`config.mk`:
```
export PLATFORM = sky130hd
export DESIGN_NAME = hamming_product_decoder
export DESIGN_NICKNAME = d
export VERILOG_FILES = /design/src/rtl/hamming_pkg.sv /design/src/rtl/hamming_sec_dec.sv /design/src/rtl/hamming_product_decoder.sv
export SDC_FILE = /design/constraint.sdc
export NUM_CORES = 1
export LEC_CHECK = 0
export ABC_AREA = 1
export CAP_MARGIN = 5
export CORE_MARGIN = 1.5
export CORE_UTILIZATION = 45
export CTS_BUF_LIST = sky130_fd_sc_hd__clkbuf_4
export DETAILED_ROUTE_END_ITERATION = 12
export HOLD_SLACK_MARGIN = 0.02
export PLACE_DENSITY_LB_ADDON = 0.2
export SYNTH_ARGS = -nofsm -noshare
export SYNTH_HDL_FRONTEND = slang
export SYNTH_SLANG_ARGS = --single-unit
```
`constraint.sdc`:
```
create_clock -name clk -period 6.02 [get_ports clk]
set_input_delay 1.204 -clock clk [delete_from_list [all_inputs] [get_ports clk]]
set_output_delay 1.204 -clock clk [all_outputs]
set_load 0.01 [all_outputs]
```
`src/rtl/hamming_pkg.sv`:
```
// Shared types, field offsets and parity helpers for the product-code decoder.
package hamming_pkg;

    localparam int unsigned DATA_W   = 64;
    localparam int unsigned CW_W     = 111;
    localparam int unsigned DATA_LSB = 47;
    localparam int unsigned H_LSB    = 35;
    localparam int unsigned V_LSB    = 23;
    localparam int unsigned D1_LSB   = 11;
    localparam int unsigned D2_LSB   = 0;

    // Hamming positions (1-based) that carry field data bits 0..7
    localparam int unsigned DATA_POS [8] = '{3, 5, 6, 7, 9, 10, 11, 12};

    typedef enum logic [1:0] {
        ST_OK        = 2'd0,
        ST_CORR_DATA = 2'd1,
        ST_CORR_PAR  = 2'd2,
        ST_UNCORR    = 2'd3
    } status_e;

    typedef struct packed {
        logic [DATA_W-1:0] data;
        logic [7:0]        h_rx;
        logic [7:0]        h_calc;
        logic [7:0]        v_rx;
        logic [7:0]        v_calc;
        logic [14:0]       d_rx;
        logic [14:0]       d_calc;
        logic              syn_nz;
        logic              field_bad;
    } s2_t;

    function automatic logic [7:0] row_par(input logic [DATA_W-1:0] d);
        logic [7:0] p;
        p = '0;
        for (int unsigned r = 0; r < 8; r++) begin
            p[r] = ^d[8*r +: 8];
        end
        return p;
    endfunction

    function automatic logic [7:0] col_par(input logic [DATA_W-1:0] d);
        logic [7:0] p;
        p = '0;
        for (int unsigned r = 0; r < 8; r++) begin
            for (int unsigned c = 0; c < 8; c++) begin
                p[c] = p[c] ^ d[8*r + c];
            end
        end
        return p;
    endfunction

    // d[k] covers the anti-diagonal r+c = 14-k
    function automatic logic [14:0] diag_par(input logic [DATA_W-1:0] d);
        logic [14:0] p;
        p = '0;
        for (int unsigned r = 0; r < 8; r++) begin
            for (int unsigned c = 0; c < 8; c++) begin
                p[14 - (r + c)] = p[14 - (r + c)] ^ d[8*r + c];
            end
        end
        return p;
    endfunction

endpackage

```
`src/rtl/hamming_sec_dec.sv`:
```
// Combinational single-error-correcting Hamming decoder for one parity field.
module hamming_sec_dec
    import hamming_pkg::*;
#(
    parameter int unsigned N = 12,
    parameter int unsigned K = 8
) (
    input  logic [N-1:0] cw,
    output logic [K-1:0] data,
    output logic         syn_nz,
    output logic         field_bad
);

    logic [3:0] syn;

    always_comb begin
        syn = '0;
        for (int unsigned i = 1; i <= N; i++) begin
            if (cw[i-1]) syn = syn ^ 4'(i);
        end
        syn_nz    = |syn;
        field_bad = syn > 4'(N);
    end

    // A syndrome beyond the code length matches no position, so nothing flips
    always_comb begin
        data = '0;
        for (int unsigned j = 0; j < K; j++) begin
            data[j] = cw[DATA_POS[j]-1] ^ (syn == 4'(DATA_POS[j]));
        end
    end

endmodule

```
`src/rtl/hamming_product_decoder.sv`:
```
// Three-stage elastic decoder for the 111-bit row/column/anti-diagonal product code.
module hamming_product_decoder
    import hamming_pkg::*;
#(
    parameter int unsigned CNT_W = 16
) (
    input  logic              clk,
    input  logic              rst_n,
    input  logic              in_valid,
    output logic              in_ready,
    input  logic [CW_W-1:0]   in_cw,
    output logic              out_valid,
    input  logic              out_ready,
    output logic [DATA_W-1:0] out_data,
    output logic [1:0]        out_status,
    input  logic              cnt_clr,
    output logic [CNT_W-1:0]  cnt_corr,
    output logic [CNT_W-1:0]  cnt_uncorr
);

    logic            v1, v2;
    logic [CW_W-1:0] cw1;
    s2_t             s2_d, s2_q;
    logic            s2_en, s3_en;

    assign s3_en    = ~out_valid | out_ready;
    assign s2_en    = ~v2 | s3_en;
    assign in_ready = ~v1 | s2_en;

    // Stage 2: field SEC decode and parity recomputation
    logic [7:0] h_fd, v_fd, d1_fd;
    logic [6:0] d2_fd;
    logic [3:0] nz, bad;

    hamming_sec_dec #(.N(12), .K(8)) u_dec_h (
        .cw(cw1[H_LSB +: 12]), .data(h_fd), .syn_nz(nz[0]), .field_bad(bad[0]));
    hamming_sec_dec #(.N(12), .K(8)) u_dec_v (
        .cw(cw1[V_LSB +: 12]), .data(v_fd), .syn_nz(nz[1]), .field_bad(bad[1]));
    hamming_sec_dec #(.N(12), .K(8)) u_dec_d1 (
        .cw(cw1[D1_LSB +: 12]), .data(d1_fd), .syn_nz(nz[2]), .field_bad(bad[2]));
    hamming_sec_dec #(.N(11), .K(7)) u_dec_d2 (
        .cw(cw1[D2_LSB +: 11]), .data(d2_fd), .syn_nz(nz[3]), .field_bad(bad[3]));

    always_comb begin
        s2_d.data      = cw1[DATA_LSB +: DATA_W];
        s2_d.h_rx      = h_fd;
        s2_d.v_rx      = v_fd;
        s2_d.d_rx      = {d2_fd, d1_fd};
        s2_d.h_calc    = row_par(s2_d.data);
        s2_d.v_calc    = col_par(s2_d.data);
        s2_d.d_calc    = diag_par(s2_d.data);
        s2_d.syn_nz    = |nz;
        s2_d.field_bad = |bad;
    end

    // Stage 3: classify the mismatch pattern and fix a lone data error
    logic [7:0]        mh, mv;
    logic [14:0]       md;
    logic [2:0]        r_idx, c_idx;
    logic [DATA_W-1:0] data_c;
    status_e           status_c;

    always_comb begin
        mh       = s2_q.h_rx ^ s2_q.h_calc;
        mv       = s2_q.v_rx ^ s2_q.v_calc;
        md       = s2_q.d_rx ^ s2_q.d_calc;
        r_idx    = '0;
        c_idx    = '0;
        data_c   = s2_q.data;
        status_c = ST_UNCORR;
        for (int unsigned i = 0; i < 8; i++) begin
            if (mh[i]) r_idx = 3'(i);
            if (mv[i]) c_idx = 3'(i);
        end
        if (s2_q.field_bad) begin
            status_c = ST_UNCORR;
        end else if (mh == '0 && mv == '0 && md == '0) begin
            status_c = s2_q.syn_nz ? ST_CORR_PAR : ST_OK;
        end else if ($onehot(mh) && $onehot(mv) &&
                     md == (15'(1) << (4'(14) - (4'(r_idx) + 4'(c_idx))))) begin
            data_c[{r_idx, c_idx}] = ~s2_q.data[{r_idx, c_idx}];
            status_c               = ST_CORR_DATA;
        end
    end

    // Pipeline registers; each stage loads whenever it is empty or draining
    always_ff @(posedge clk or negedge rst_n) begin
        if (!rst_n) begin
            v1         <= 1'b0;
            cw1        <= '0;
            v2         <= 1'b0;
            s2_q       <= '0;
            out_valid  <= 1'b0;
            out_data   <= '0;
            out_status <= '0;
        end else begin
            if (in_ready) begin
                v1  <= in_valid;
                cw1 <= in_cw;
            end
            if (s2_en) begin
                v2   <= v1;
                s2_q <= s2_d;
            end
            if (s3_en) begin
                out_valid  <= v2;
                out_data   <= data_c;
                out_status <= status_c;
            end
        end
    end

    // Saturating event counters, clear wins over a same-cycle increment
    always_ff @(posedge clk or negedge rst_n) begin
        if (!rst_n) begin
            cnt_corr   <= '0;
            cnt_uncorr <= '0;
        end else if (cnt_clr) begin
            cnt_corr   <= '0;
            cnt_uncorr <= '0;
        end else if (out_valid && out_ready) begin
            if ((out_status == 2'(ST_CORR_DATA) || out_status == 2'(ST_CORR_PAR)) &&
                cnt_corr != '1) begin
                cnt_corr <= cnt_corr + CNT_W'(1);
            end
            if (out_status == 2'(ST_UNCORR) && cnt_uncorr != '1) begin
                cnt_uncorr <= cnt_uncorr + CNT_W'(1);
            end
        end
    end

endmodule
```
==> results.cfg <==
[finish]
num-fill-cells = 4034
drive_gt1_share_pct = 8.46
layout_commonest_cell = nand2_1
multiInputGateArea_um2 = 9390
nets = 2813
area_delta_synth_final_pct = 19.6
seq_area_um2 = 8460
layout_common_cells = 618 x nand2_1, 338 x dfrtp_1, 318 x inv_1

[sta]
slew_viol_final = 0
fmax_mhz = 205
slew_headroom_pct = 25.1
min_period_over_period_pct = 80.9
period_minus_slack_ps = 4870
final-hold-violation-count = 0
hold_ws_ps = 368
rsz0062_at_grt = false
setup_tns_ps = 0
setup_viol = 0
max_slew.worst_pin.slew_ps = 1120
skew_ps = 46.6

[outcome]
status = complete, no violations

[floorplan]
die_area_um2 = 44500
fp-row-count = 75
die_x_um = 211
fp.dieH_um = 211
num_io_pins = 216
coreArea_um2 = 42300
initial_core_util_pct = 46.0

[route]
drt_iter0_drc = 1503
post-route-drc-count = 0
viasPerCell = 5.15
antenna_left = 0
vias = 17100
totalWireLength_um = 57600
wl_per_cell_um = 17.3
drt_pre_antenna_iters = 6

[logic_synthesis]
synth_cell_type_count = 39
syn-num-nets = 2592
synth_cells = 2455
synth_edf_count = 0
synth_area_um2 = 19400
synth_warnings = 0
async_reset_ff_share_pct = 100
avgSynthCellArea_um2 = 7.92
synth_seq_cells = 338
ys_seq_area_share_pct = 43.5
synthFlopType = dfrtp_1

[clock_tree]
post_cts_resized = 0
postCtsSetupBuffers = 0
clk_pin_slew_ps = 60
htree_levels = 3
cts_tree = yes
cts_sinks = 338
cts_buffers = 93
root_buffer = clkbuf_4
cts_hold_buf = 0
clockBufferDepth = 3
clock_latency_ps = 830

[hold_path]
worst_hold_path_type = in2async

[global_routing]
first_global_vias = 16600
grt_pass1_wl_um = 91000
grt_overflow = 0
grt_max_degree = 184
antenna_found_initial = 3
grtUsageTotal_pct = 26.4

[setup_path]
cp-start-kind = register
cp_max_fo = 64
cp.required_ps = 6700
crit_type = reg2reg
critPathCaptureType = register
crit_arrival_ps = 5550

[power]
pwr_density_cell_nw_per_um2 = 444
leakagePower_nw = 11.2
vdd_drop_max_mv = 0.333

[flow_run]
cap_violations = 0

[placement]
dp_hpwl_um = 42400
routabilityCongestion = 0.913
numPortBuffers = 215
-- through the flow --
stage	total power, mW	setup slack, ps	utilization [%]	area (um2)	instances
after floorplan	6.57	1980	-	19400	2455
after global placement	8.07	1330	52.1	22100	3158
after detailed placement	8.18	1200	52.1	22100	3158
after CTS	10.3	1160	54.9	23200	3320
after global routing	11.1	693	54.9	23300	3325
final	10.3	1150	54.9	23300	3325
-- state kept, by name (all words and copies together) (netlist names) --
register and flops:
out_status 2, out_data 64, out_valid 1, cnt_corr 16, cw1 111, v1 1
v2 1, cnt_uncorr 16, s2_q 126
-- cells by family after synthesis --
| logic type | Yosys count | share of synthesized area [%] |
|---|---|---|
| mux | 48 | 2.73 |
| simple gates | 1033 | 22.9 |
| xor+xnor | 273 | 12.3 |
| fa+ha+maj | 21 | 1.70 |
| flops | 338 | 43.5 |
| buf+inv | 425 | 8.44 |
| compound gates | 317 | 8.40 |
-- cell usage after synthesis, drive strengths merged, types with 38 or more instances --
master	count	area (um2)
a21oi	88	440
buf	38	189
clkbuf	65	244
dfrtp	338	8460
inv	321	1200
mux2	40	450
nand2	621	2340
nand3	142	716
nand4	105	657
nor2	117	452
o21ai	210	1050
xnor2	137	1200
xor2	136	1190
-- report_power, final --
| part | leakage (nW) | switching [mW] | internal [mW] | total, mW |
|---|---|---|---|---|
| sequential | 4.10 | 0.378 | 2.69 | 3.06 |
| combinational | 6.35 | 3.42 | 1.74 | 5.16 |
| clock | 0.705 | 0.995 | 1.10 | 2.09 |
-- per-layer routing --
layer | GRT usage (%) | vias up | share of wire, %
met5 | 0 | - | 0
met4 | 8.60 | 0 | 2.7
met3 | 6.02 | 98 | 7.1
met2 | 39.8 | 608 | 44
met1 | 37.6 | 8095 | 46
li1 | - | 8332 | -
-- worst max-delay path, cell delays in order (launching register included) --
cell and delay (ps):
dfrtp_1 390, inv_1 80, nand2_1 50, nand2_1 90, inv_1 80, fa_1 500, inv_1 50, fa_1 450
fa_1 540, nand3_1 110, inv_1 90, fa_1 410, nor2_1 110, nand2_1 70, nor2_1 190, nand3_1 100
nor2_1 90, nand2_1 90, nor3_4 100, buf_4 520, nand4_1 210, inv_1 90, nand3_1 90, nand2_1 150
nand2_1 60
-- layout make-up --
class / count / area share (%)
Tap cell: 577 / 3.10
Inverter: 322 / 5.20
Clock inverter: 23 / 0.581
Sequential cell: 338 / 36.4
Antenna cell: 5 / 0.0538
Timing Repair Buffer: 229 / 9.84
Multi-Input combinational cell: 1692 / 40.4
Clock buffer: 139 / 4.49
-- worst paths after layout --
check / from / endpoint / slack, ps / cells after the start
max reg2reg: s2_q[33]$_DFFE_PN0P_ / out_data[58]$_DFFE_PN0P_ / 1150 / 24
min in group clk: out_data[5]$_DFFE_PN0P_ / out_data[5]$_DFFE_PN0P_ / 480 / 2
max in group asynchronous: rst_n / out_data[58]$_DFFE_PN0P_ / 4200 / 2
min: rst_n / cw1[17]$_DFFE_PN0P_ / 370 / 1
min reg2reg: out_data[5]$_DFFE_PN0P_ / out_data[5]$_DFFE_PN0P_ / 480 / 2
max: s2_q[33]$_DFFE_PN0P_ / out_data[58]$_DFFE_PN0P_ / 1150 / 24
Power figures use the tool's default switching activity.
